**src/rtl/sub_result_formatter.sv**
```systemverilog
// Formats 4-bit subtractor results (res/cout) into sign, BCD tens/units and a zero flag,
// buffers them in a small FIFO with valid/ready on both sides, and keeps saturating counts.
module sub_result_formatter #(
    parameter int DEPTH = 4,
    parameter int CNT_W = 8
) (
    input  logic             clk,
    input  logic             rst_n,
    input  logic [3:0]       in_res,
    input  logic             in_cout,
    input  logic             in_valid,
    output logic             in_ready,
    output logic             out_sign,
    output logic             out_tens,
    output logic [3:0]       out_units,
    output logic             out_zero,
    output logic             out_valid,
    input  logic             out_ready,
    output logic [CNT_W-1:0] neg_cnt,
    output logic [CNT_W-1:0] total_cnt
);

    localparam int AW = (DEPTH > 1) ? $clog2(DEPTH) : 1;

    // Word layout {zero, sign, tens, units}; a borrowed res=0 gives magnitude 16 (tens=1, units=6).
    function automatic logic [6:0] fmt_word(input logic [3:0] res, input logic cout);
        logic signed [5:0] diff;
        logic [4:0]        mag;
        logic              tens;
        logic [3:0]        units;
        diff  = cout ? $signed({2'b00, res}) : ($signed({2'b00, res}) - 6'sd16);
        mag   = (diff < 0) ? 5'(-diff) : 5'(diff);
        tens  = (mag >= 5'd10);
        units = tens ? 4'(mag - 5'd10) : mag[3:0];
        return {cout && (res == 4'd0), ~cout, tens, units};
    endfunction

    function automatic logic [CNT_W-1:0] sat_inc(input logic [CNT_W-1:0] c);
        return (c == {CNT_W{1'b1}}) ? c : c + {{(CNT_W-1){1'b0}}, 1'b1};
    endfunction

    logic [6:0]    word_p0;
    logic          vld_p0;
    logic          pop;
    logic [6:0]    mem [DEPTH];
    logic [AW-1:0] wr_ptr;
    logic [AW-1:0] rd_ptr;
    logic [AW:0]   occ;
    logic [6:0]    last_q;
    logic [6:0]    head;

    // Stage p0: combinational conversion feeding the FIFO write port
    assign word_p0  = fmt_word(in_res, in_cout);
    assign in_ready = (occ != (AW+1)'(DEPTH));
    assign vld_p0   = in_valid && in_ready;
    assign out_valid = (occ != '0);
    assign pop      = out_valid && out_ready;

    // FIFO storage: data only, occupancy decides what is meaningful
    always_ff @(posedge clk) begin
        if (vld_p0) begin
            mem[wr_ptr] <= word_p0;
        end
    end

    always_ff @(posedge clk or negedge rst_n) begin
        if (!rst_n) begin
            wr_ptr    <= '0;
            rd_ptr    <= '0;
            occ       <= '0;
            last_q    <= '0;
            neg_cnt   <= '0;
            total_cnt <= '0;
        end else begin
            if (vld_p0) begin
                wr_ptr    <= wr_ptr + AW'(1);
                total_cnt <= sat_inc(total_cnt);
                if (word_p0[5]) begin
                    neg_cnt <= sat_inc(neg_cnt);
                end
            end
            if (pop) begin
                rd_ptr <= rd_ptr + AW'(1);
                last_q <= mem[rd_ptr];
            end
            case ({vld_p0, pop})
                2'b10:   occ <= occ + (AW+1)'(1);
                2'b01:   occ <= occ - (AW+1)'(1);
                default: occ <= occ;
            endcase
        end
    end

    // Output stage: head entry when valid, otherwise the last entry popped
    assign head      = out_valid ? mem[rd_ptr] : last_q;
    assign out_zero  = head[6];
    assign out_sign  = head[5];
    assign out_tens  = head[4];
    assign out_units = head[3:0];

endmodule

```
**config.mk**
```make
export PLATFORM = sky130hd
export DESIGN_NAME = sub_result_formatter
export DESIGN_NICKNAME = d
export VERILOG_FILES = /design/src/rtl/sub_result_formatter.sv
export SDC_FILE = /design/constraint.sdc
export NUM_CORES = 1
export LEC_CHECK = 0
export CORE_UTILIZATION = 59
export DETAILED_ROUTE_END_ITERATION = 7
export GPL_TIMING_DRIVEN = 0
export PLACE_DENSITY = 0.91
export SKIP_CTS_REPAIR_TIMING = 1
export SLEW_MARGIN = 10
export SYNTH_ARGS = -nofsm -noshare
export SYNTH_HDL_FRONTEND = slang
export SYNTH_SLANG_ARGS = --single-unit
```
**constraint.sdc**
```tcl
create_clock -name clk -period 5.65 [get_ports clk]
set_clock_uncertainty 0.15 [all_clocks]
set_input_delay 1.695 -clock clk [delete_from_list [all_inputs] [get_ports clk]]
set_output_delay 1.695 -clock clk [all_outputs]
set_load 0.01 [all_outputs]
```
==> key figures, run 1 <==
Logic synthesis
  • Yosys warns: 0
  • Flops & latches, synth: 58
  • Post-synthesis sequential area ratio: 0.570
  • Async S/R FF share, synth: 0.517
  • EDFF count, synth: 28
  • Synthesized area: 2790 µm²
  • Syn Area/Cell: 14.0 µm²
  • Mapped Cells: 200
  • Yosys cell types: 40
  • Post-synth top flop: dfrtp_1
  • Syn_nets: 220

Power and ir drop
  • Leak: 0.00135 µW
  • Power per Cell Area: 532 nW/µm²
  • Total chip power: 1790 µW
  • IR drop worst, VDD: 0.292 mV

Clock network
  • Clock Sink Count: 58
  • Clock transition at path regs: 0.07 ns
  • Largest buffer count on any clock path: 2
  • Clock Latency Late Sink: 0.33 ns
  • CTS tree: yes
  • H-tree depth: 3
  • Num CTS Buffers: 9
  • CTS Root Cell: clkbuf_8

Routing
  • Via Count: 1741
  • 1st-pass router iterations: 8
  • Wirelength per Cell: 16.4 µm
  • Post-DR vias/cell: 5.80
  • Post-Route WL: 4930 µm
  • Routed Antenna Nets: 0
  • Number of DRC markers in iteration 0: 69
  • DRC viols: 4

Critical path
  • Critical Path Sink Type: register
  • Startpoint types: input port
  • Required time worst endpoint: 5.56 ns
  • CP Max Fanout: 7
  • Critical Path AT: 4.04 ns
  • Crit Path Class: input port to register

Cells and area
  • Cell area after layout: 3360 µm²
  • Antenna cell count: 0
  • Ratio of cells with drive above 1 in the final layout: 0.218
  • Final layout net count: 263
  • Seq. cell area: 1590 µm²
  • Area of the multi-input gates: 1100 µm²
  • Area grow syn2layout: 20.4%
  • Fillers: 268

Die
  • Die W: 70.8 µm
  • Starting Density: 0.628
  • Die height: 70.8 µm
  • # IOs: 34
  • Site row count: 24
  • Core area: 4440 µm²
  • Die ar.: 5010 µm²

Timing
  • Minimum clock period: 4.14 ns
  • Tightest Pin Transition: 0.660 ns
  • Final Hold Vio Count: 0
  • RSZ-0062 raised after global routing: false
  • Slew headroom: 0.560
  • Hold slack: 0.354 ns
  • Final TNS setup: 0 ns
  • Setup WS post-layout: 1.51 ns
  • Peak Freq: 242 MHz
  • Final Cycle Share: 0.732
  • Max Slew Vio Count: 0
  • Setup violations, final: 0

Flow run
  • Max Cap Violations: 0

Global routing
  • First-pass GRT wire length: 8400 µm
  • Total gr overflow: 0
  • Number of global-route vias before repair: 1736
  • Antenna violations before repair: 0
  • Largest net degree at the start of global routing: 31
  • Overall routing resource usage: 0.230

Placement
  • Dpl cell area: 3170 µm²
  • HPWL after DPL: 3390 µm
  • RD Place Congestion: 0.829
  • Pre-CTS setup slack: 1.19 ns
  • PortBufs: 32

Worst hold path
  • Hold/Removal Path Class: register to register

Outcome
  • Status: finished with violations
  • Failing checks: DRC
[worst max-delay path, stage by stage]
cell and delay, ns:
clkdlybuf4s50_1 0.60, inv_1 0.10, ha_1 0.24, or3_1 0.37, and2_1 0.20, ha_1 0.24
inv_1 0.09, a31oi_1 0.04, o21ai_1 0.29, xnor2_1 0.19
[through the flow]
step                cells   util
global route          300  0.756
detailed placement    284  0.713
floorplan             200      -
global placement      284  0.715
finish                300  0.756
CTS                   300  0.756
[placed cells by master (no fill, tap or decap), drive strengths merged]
| cell type | instances |
|---|---|
| a211oi | 2 |
| o21bai | 1 |
| and2 | 4 |
| edfxtp | 28 |
| and3 | 8 |
| nand2b | 4 |
| o211a | 1 |
| ha | 10 |
| a21oi | 3 |
| clkinv | 2 |
| xnor2 | 7 |
| inv | 11 |
| nor3 | 3 |
| nor3b | 1 |
| nor2 | 5 |
| nand4 | 3 |
| and4 | 2 |
| mux2i | 1 |
| buf | 6 |
| fa | 1 |
| bufinv | 1 |
| o21ai | 5 |
| or3b | 1 |
| nor4b | 2 |
| mux4 | 7 |
| clkbuf | 15 |
| nor2b | 1 |
| a31oi | 2 |
| or3 | 4 |
| nand3 | 7 |
| xor2 | 6 |
| nand2 | 9 |
| mux2 | 24 |
| dfrtp | 30 |
| clkdlybuf4s50 | 31 |
[power breakdown]
group / leakage (µW) / switching [µW] / internal [µW]
registers: 0.000624 / 97.3 / 592
logic: 0.000632 / 319 / 414
clock network: 0.0000974 / 152 / 215
[sequential cells by signal (all words and copies together) (netlist names)]
signal	cells
last_q	7
mem	28
neg_cnt	8
occ	3
rd_ptr	2
total_cnt	8
wr_ptr	2
[cell type report]
type | instances | area share
Timing Repair Buffer | 32 | 0.0939
Clock inverter | 3 | 0.0119
Clock buffer | 13 | 0.0443
Inverter | 11 | 0.0138
Buffer | 7 | 0.0160
Multi-Input combinational cell | 124 | 0.327
Tap cell | 52 | 0.0194
Sequential cell | 58 | 0.474
[worst paths after layout]
check	startpoint	endpoint	slack, ns	cells after the start
setup / recovery	in_res[0]	mem[0][1]$_DFFE_PP_	1.51	10
hold / removal	last_q[1]$_DFFE_PN0P_	last_q[1]$_DFFE_PN0P_	0.35	1
setup reg to reg	occ[1]$_DFFE_PN0P_	occ[2]$_DFFE_PN0P_	2.99	11
hold reg to reg	last_q[1]$_DFFE_PN0P_	last_q[1]$_DFFE_PN0P_	0.35	1
max in group asynchronous	rst_n	last_q[4]$_DFFE_PN0P_	3.68	1
min in group asynchronous	rst_n	last_q[2]$_DFFE_PN0P_	1.24	1
[per-layer routing]
| layer | wire length (µm) | global-route usage | up-vias | share of wire |
|---|---|---|---|---|
| met5 | 0 | 0 | - | 0 |
| met1 | 2160 | 0.288 | 869 | 0.44 |
| met2 | 2510 | 0.362 | 45 | 0.51 |
| met4 | 111 | 0.124 | 0 | 0.022 |
| met3 | 157 | 0.0684 | 12 | 0.032 |
| li1 | - | - | 815 | - |
[cell families after synthesis]
logic type	Yosys count	share of synthesized area
DFF	58	0.570
and+or+nand+nor	54	0.112
muxes	32	0.158
buffers and inverters	18	0.0359
AOI/OAI and AO/OA	14	0.0305
xor gates and xnor gates	13	0.0408
adders and majority gates	11	0.0520
[cells in the mapped netlist (2+ instances only)]
| cell type | count | area (µm²) |
|---|---|---|
| a211oi_1 | 2 | 15.0 |
| a21oi_1 | 3 | 15.0 |
| a31oi_1 | 2 | 12.5 |
| and2_1 | 3 | 18.8 |
| and3_1 | 7 | 43.8 |
| and4_1 | 2 | 17.5 |
| buf_2 | 3 | 15.0 |
| clkbuf_1 | 2 | 7.51 |
| dfrtp_1 | 30 | 751 |
| edfxtp_1 | 28 | 841 |
| ha_1 | 10 | 125 |
| inv_1 | 10 | 37.5 |
| mux2_2 | 23 | 259 |
| mux4_2 | 7 | 158 |
| nand2_1 | 9 | 33.8 |
| nand2b_1 | 4 | 25.0 |
| nand3_1 | 7 | 35.0 |
| nand4_1 | 3 | 18.8 |
| nor2_1 | 5 | 18.8 |
| nor3_1 | 3 | 15.0 |
| nor4b_1 | 2 | 17.5 |
| o21ai_0 | 4 | 20.0 |
| or3_1 | 3 | 18.8 |
| xnor2_1 | 7 | 61.3 |
| xor2_1 | 6 | 52.6 |
Power figures use the tool's default switching activity.
==> inputs of run 2 (changes only) <==
--- a/config.mk
+++ b/config.mk
@@ -5,10 +5,10 @@
 export SDC_FILE = /design/constraint.sdc
 export NUM_CORES = 1
 export LEC_CHECK = 0
-export CORE_UTILIZATION = 59
+export CORE_UTILIZATION = 55
 export DETAILED_ROUTE_END_ITERATION = 7
 export GPL_TIMING_DRIVEN = 0
-export PLACE_DENSITY = 0.91
+export PLACE_DENSITY = 0.86
 export SKIP_CTS_REPAIR_TIMING = 1
 export SLEW_MARGIN = 10
 export SYNTH_ARGS = -nofsm -noshare
==> constraint.sdc (replaced) <==
create_clock -name clk -period 3.9 [get_ports clk]
set_clock_uncertainty 0.15 [all_clocks]
set_input_delay 1.17 -clock clk [delete_from_list [all_inputs] [get_ports clk]]
set_output_delay 1.17 -clock clk [all_outputs]
set_load 0.01 [all_outputs]
==> key figures, run 2 (synthesis results as in run 1) <==
Timing
  • Slew headroom: 0.546
  • Max Slew Vio Count: 0
  • RSZ-0062 raised after global routing: false
  • Minimum clock period: 3.66 ns
  • Setup WS post-layout: 0.241 ns
  • Final Cycle Share: 0.938
  • Tightest Pin Transition: 0.681 ns
  • Final Hold Vio Count: 0
  • Peak Freq: 273 MHz
  • Setup violations, final: 0

Placement
  • HPWL after DPL: 3280 µm
  • PortBufs: 32
  • RD Place Congestion: 0.801
  • Pre-CTS setup slack: -0.0819 ns

Die
  • Core area: 4820 µm²
  • Die ar.: 5360 µm²
  • Die W: 73.2 µm
  • Site row count: 25
  • Die height: 73.2 µm
  • Starting Density: 0.579
  • # IOs: 34

Routing
  • Via Count: 1718
  • DRC viols: 0
  • Routed Antenna Nets: 0
  • Wirelength per Cell: 15.4 µm
  • 1st-pass router iterations: 4
  • Post-Route WL: 4850 µm
  • Number of DRC markers in iteration 0: 115
  • Post-DR vias/cell: 5.45

Power and ir drop
  • Total chip power: 2530 µW
  • Leak: 0.00135 µW
  • Power per Cell Area: 752 nW/µm²
  • Psw: 803 µW
  • IR drop worst, VDD: 0.343 mV
  • Gate power share: 0.412
  • Flop pwr share: 0.394
  • Clock Power Share: 0.194
  • Internal: 1730 µW
  • Switching share of total power: 0.317

Cells and area
  • Area grow syn2layout: 20.8%
  • Most frequent cells in the layout: 31 x clkdlybuf4s50_1, 30 x dfrtp_1, 28 x edfxtp_1
  • Largest register FFs: 28
  • Final Core Density: 0.700
  • Antenna cell count: 0
  • Area of the multi-input gates: 1100 µm²
  • Largest reg by FF count: mem
  • Seq. cell area: 1590 µm²
  • Fillers: 358
  • Top flop regs: mem (28), neg_cnt (8), total_cnt (8)
  • Commonest non-fill, non-tap cell in the layout: clkdlybuf4s50_1
  • Ratio of cells with drive above 1 in the final layout: 0.218
  • Final layout net count: 263

Clock network
  • Clock Sink Count: 58
  • Num CTS Buffers: 9
  • Clock transition at path regs: 0.06 ns
  • H-tree depth: 3
  • Largest buffer count on any clock path: 2
  • CTS tree: yes
  • Clock Latency Late Sink: 0.32 ns
  • CTS Root Cell: clkbuf_8

Worst hold path
  • Hold/Removal Path Class: register to register

Outcome
  • Status: finished, final reports clean

Critical path
  • Crit Path Class: input port to register
  • CP Max Fanout: 7
  • Required time worst endpoint: 3.78 ns
  • Critical Path AT: 3.54 ns
  • Startpoint types: input port
  • Critical Path Sink Type: register

Global routing
  • First-pass GRT wire length: 7890 µm
  • Overall routing resource usage: 0.207
  • Antenna violations before repair: 0
  • Number of global-route vias before repair: 1644
  • Largest net degree at the start of global routing: 31
  • Total gr overflow: 0

Flow run
  • Max Cap Violations: 0
-- run 2: path summary, 6_finish.rpt --
kind,endpoint,slack [ns],from,cells past startpoint
worst max register to register,occ[2]$_DFFE_PN0P_,1.25,occ[1]$_DFFE_PN0P_,11
worst min-delay path,last_q[0]$_DFFE_PN0P_,0.36,last_q[0]$_DFFE_PN0P_,1
worst max-delay path,mem[2][1]$_DFFE_PP_,0.24,in_res[0],10
worst min register to register,last_q[0]$_DFFE_PN0P_,0.36,last_q[0]$_DFFE_PN0P_,1
max in group asynchronous,last_q[3]$_DFFE_PN0P_,2.43,rst_n,1
min in group asynchronous,total_cnt[5]$_DFFE_PN0P_,0.74,rst_n,1
-- run 2: layout make-up --
class	count	share of cell area
buffer	7	0.0160
clock buffer	13	0.0501
clock inverter	3	0.00371
inverter	11	0.0137
multi-input combinational	124	0.326
sequential	58	0.472
tap	67	0.0249
timing repair buffer	32	0.0935
-- run 2: stage by stage --
| stage | hold WS (ns) | cell area [µm²] | std cells | TNS, ns |
|---|---|---|---|---|
| after detailed placement | 0.345 | 3190 | 299 | -0.379 |
| after CTS | 0.358 | 3370 | 315 | 0 |
| after floorplan | 0.296 | 2790 | 200 | 0 |
| after global placement | 0.311 | 3190 | 299 | 0 |
| final | 0.357 | 3370 | 315 | 0 |
| after global routing | 0.375 | 3370 | 315 | 0 |
-- run 2: metal layers --
layer	up-vias	routed length (µm)	track usage
li1	822	-	-
met1	839	2290	0.282
met2	44	2280	0.307
met3	13	149	0.0456
met4	0	129	0.124
met5	-	0	0
-- run 2: power by group through the flow --
stage	clock (µW)	combinational, µW	sequential [µW]
6_report	492	1040	997
2_1_floorplan	0	633	999
3_5_place_dp	0	1050	1000
5_1_grt	530	1150	1030
3_3_place_gp	0	1020	990
4_1_cts	500	1060	998
-- run 2: critical path, cell delays in order --
cell and delay [ns]:
clkdlybuf4s50_1 0.58, inv_1 0.10, ha_1 0.24, or3_1 0.37, and2_1 0.20, ha_1 0.24
inv_1 0.08, a31oi_1 0.04, o21ai_1 0.30, xnor2_1 0.20
==> inputs of run 3 (changes only) <==
--- a/config.mk
+++ b/config.mk
@@ -8,7 +8,7 @@
 export CORE_UTILIZATION = 55
 export DETAILED_ROUTE_END_ITERATION = 7
 export GPL_TIMING_DRIVEN = 0
-export PLACE_DENSITY = 0.86
+export PLACE_DENSITY = 0.9
 export SKIP_CTS_REPAIR_TIMING = 1
 export SLEW_MARGIN = 10
 export SYNTH_ARGS = -nofsm -noshare
==> key figures, run 3 (synthesis results as in run 1) <==
Routing
  • DRC viols: 0
  • Post-Route WL: 4770 µm
  • Post-DR vias/cell: 5.49
  • Number of DRC markers in iteration 0: 89
  • 1st-pass router iterations: 4
  • Routed Antenna Nets: 0
  • Via Count: 1728
  • Wirelength per Cell: 15.2 µm

Global routing
  • Number of global-route vias before repair: 1671
  • Largest net degree at the start of global routing: 31
  • Antenna violations before repair: 0
  • Total gr overflow: 0
  • Overall routing resource usage: 0.209
  • First-pass GRT wire length: 7850 µm

Clock network
  • Largest buffer count on any clock path: 2
  • CTS Root Cell: clkbuf_8
  • H-tree depth: 3
  • CTS tree: yes
  • Clock Latency Late Sink: 0.35 ns
  • Clock transition at path regs: 0.06 ns
  • Clock Sink Count: 58
  • Num CTS Buffers: 9

Die
  • Die height: 73.2 µm
  • Starting Density: 0.579
  • Die ar.: 5360 µm²
  • Die W: 73.2 µm
  • Core area: 4820 µm²
  • Site row count: 25
  • # IOs: 34

Cells and area
  • Final layout net count: 263
  • Commonest non-fill, non-tap cell in the layout: clkdlybuf4s50_1
  • Fillers: 344
  • Ratio of cells with drive above 1 in the final layout: 0.230
  • Seq. cell area: 1590 µm²
  • Largest reg by FF count: mem
  • Area grow syn2layout: 21.7%
  • Final Core Density: 0.705
  • Most frequent cells in the layout: 31 x clkdlybuf4s50_1, 30 x dfrtp_1, 28 x edfxtp_1
  • Top flop regs: mem (28), neg_cnt (8), total_cnt (8)
  • Antenna cell count: 0
  • Non-Filler Instances: 315
  • Area of the multi-input gates: 1100 µm²
  • Largest register FFs: 28

Worst hold path
  • Hold/Removal Path Class: register to register
  • Hold Path Cell Cnt: 1

Placement
  • Pre-CTS setup slack: -0.0832 ns
  • RD Place Congestion: 0.831
  • Dpl cells: 299
  • PortBufs: 32
  • HPWL after DPL: 3190 µm

Timing
  • Slew headroom: 0.557
  • Max Slew Vio Count: 0
  • Setup violations, final: 0
  • Final Hold Vio Count: 0
  • Minimum clock period: 3.69 ns
  • Peak Freq: 271 MHz
  • Final Cycle Share: 0.947
  • Final TNS setup: 0 ns
  • RSZ-0062 raised after global routing: false
  • Tightest Pin Transition: 0.664 ns
  • Setup WS post-layout: 0.208 ns

Critical path
  • Critical Path AT: 3.60 ns
  • Cells along the critical path: clkdlybuf4s50_1 > inv_1 > ha_1 > or3_1 > and2_1 > ha_1 > inv_1 > a31oi_1 > o21ai_1 > xnor2_1
  • Reg2Reg Depth: 11
  • CP peak stage delay: 0.58 ns
  • Required time worst endpoint: 3.80 ns
  • CP max stage cell: clkdlybuf4s50_1
  • CP Max Fanout: 7
  • Critical Path Sink Type: register
  • Crit path max-delay family: buffers and inverters
  • Startpoint types: input port
  • Crit Path Class: input port to register
  • CP Depth: 10
  • WP buf/inv: 3

Power and ir drop
  • Gate power share: 0.403
  • Internal: 1760 µW
  • Switching share of total power: 0.319
  • Psw: 825 µW
  • Power per Cell Area: 760 nW/µm²
  • Total chip power: 2580 µW
  • Clock Power Share: 0.213
  • Leak: 0.00136 µW
  • Flop pwr share: 0.384
  • IR drop worst, VDD: 0.359 mV

Flow run
  • Max Cap Violations: 0

Outcome
  • Status: finished, final reports clean
[run 3: final timing paths]
check | slack, ns | to | startpoint
min in group asynchronous | 0.70 | total_cnt[7]$_DFFE_PN0P_ | rst_n
hold / removal | 0.35 | occ[2]$_DFFE_PN0P_ | occ[2]$_DFFE_PN0P_
setup / recovery | 0.21 | mem[2][1]$_DFFE_PP_ | in_res[0]
hold reg to reg | 0.35 | occ[2]$_DFFE_PN0P_ | occ[2]$_DFFE_PN0P_
max in group asynchronous | 2.46 | rd_ptr[1]$_DFFE_PN0P_ | rst_n
setup reg to reg | 1.28 | occ[2]$_DFFE_PN0P_ | occ[1]$_DFFE_PN0P_
[run 3: final cells by class]
cell class	count	area share
sequential	58	0.469
multi-input combinational	124	0.323
timing repair buffer	32	0.0928
clock buffer	11	0.0512
tap	67	0.0247
buffer	7	0.0158
inverter	11	0.0136
clock inverter	5	0.00994
[run 3: metrics by stage]
step           hold WS [ns]  instance area, µm²
2_1_floorplan         0.296                2790
3_3_place_gp          0.309                3190
3_5_place_dp          0.316                3190
4_1_cts               0.349                3400
5_1_grt               0.364                3400
6_report              0.346                3400
[run 3: per-layer routing]
metal | track usage | share of wire | vias to the layer above
li1 | - | - | 821
met1 | 0.275 | 0.44 | 854
met2 | 0.302 | 0.49 | 42
met3 | 0.0760 | 0.047 | 11
met4 | 0.109 | 0.023 | 0
met5 | 0 | 0 | -
[run 3: power by group through the flow]
stage	combinational [µW]	clock [µW]	sequential [µW]
floorplan	633	0	999
global placement	1020	0	990
detailed placement	1050	0	999
CTS	1050	560	994
global route	1140	590	1020
finish	1040	551	992
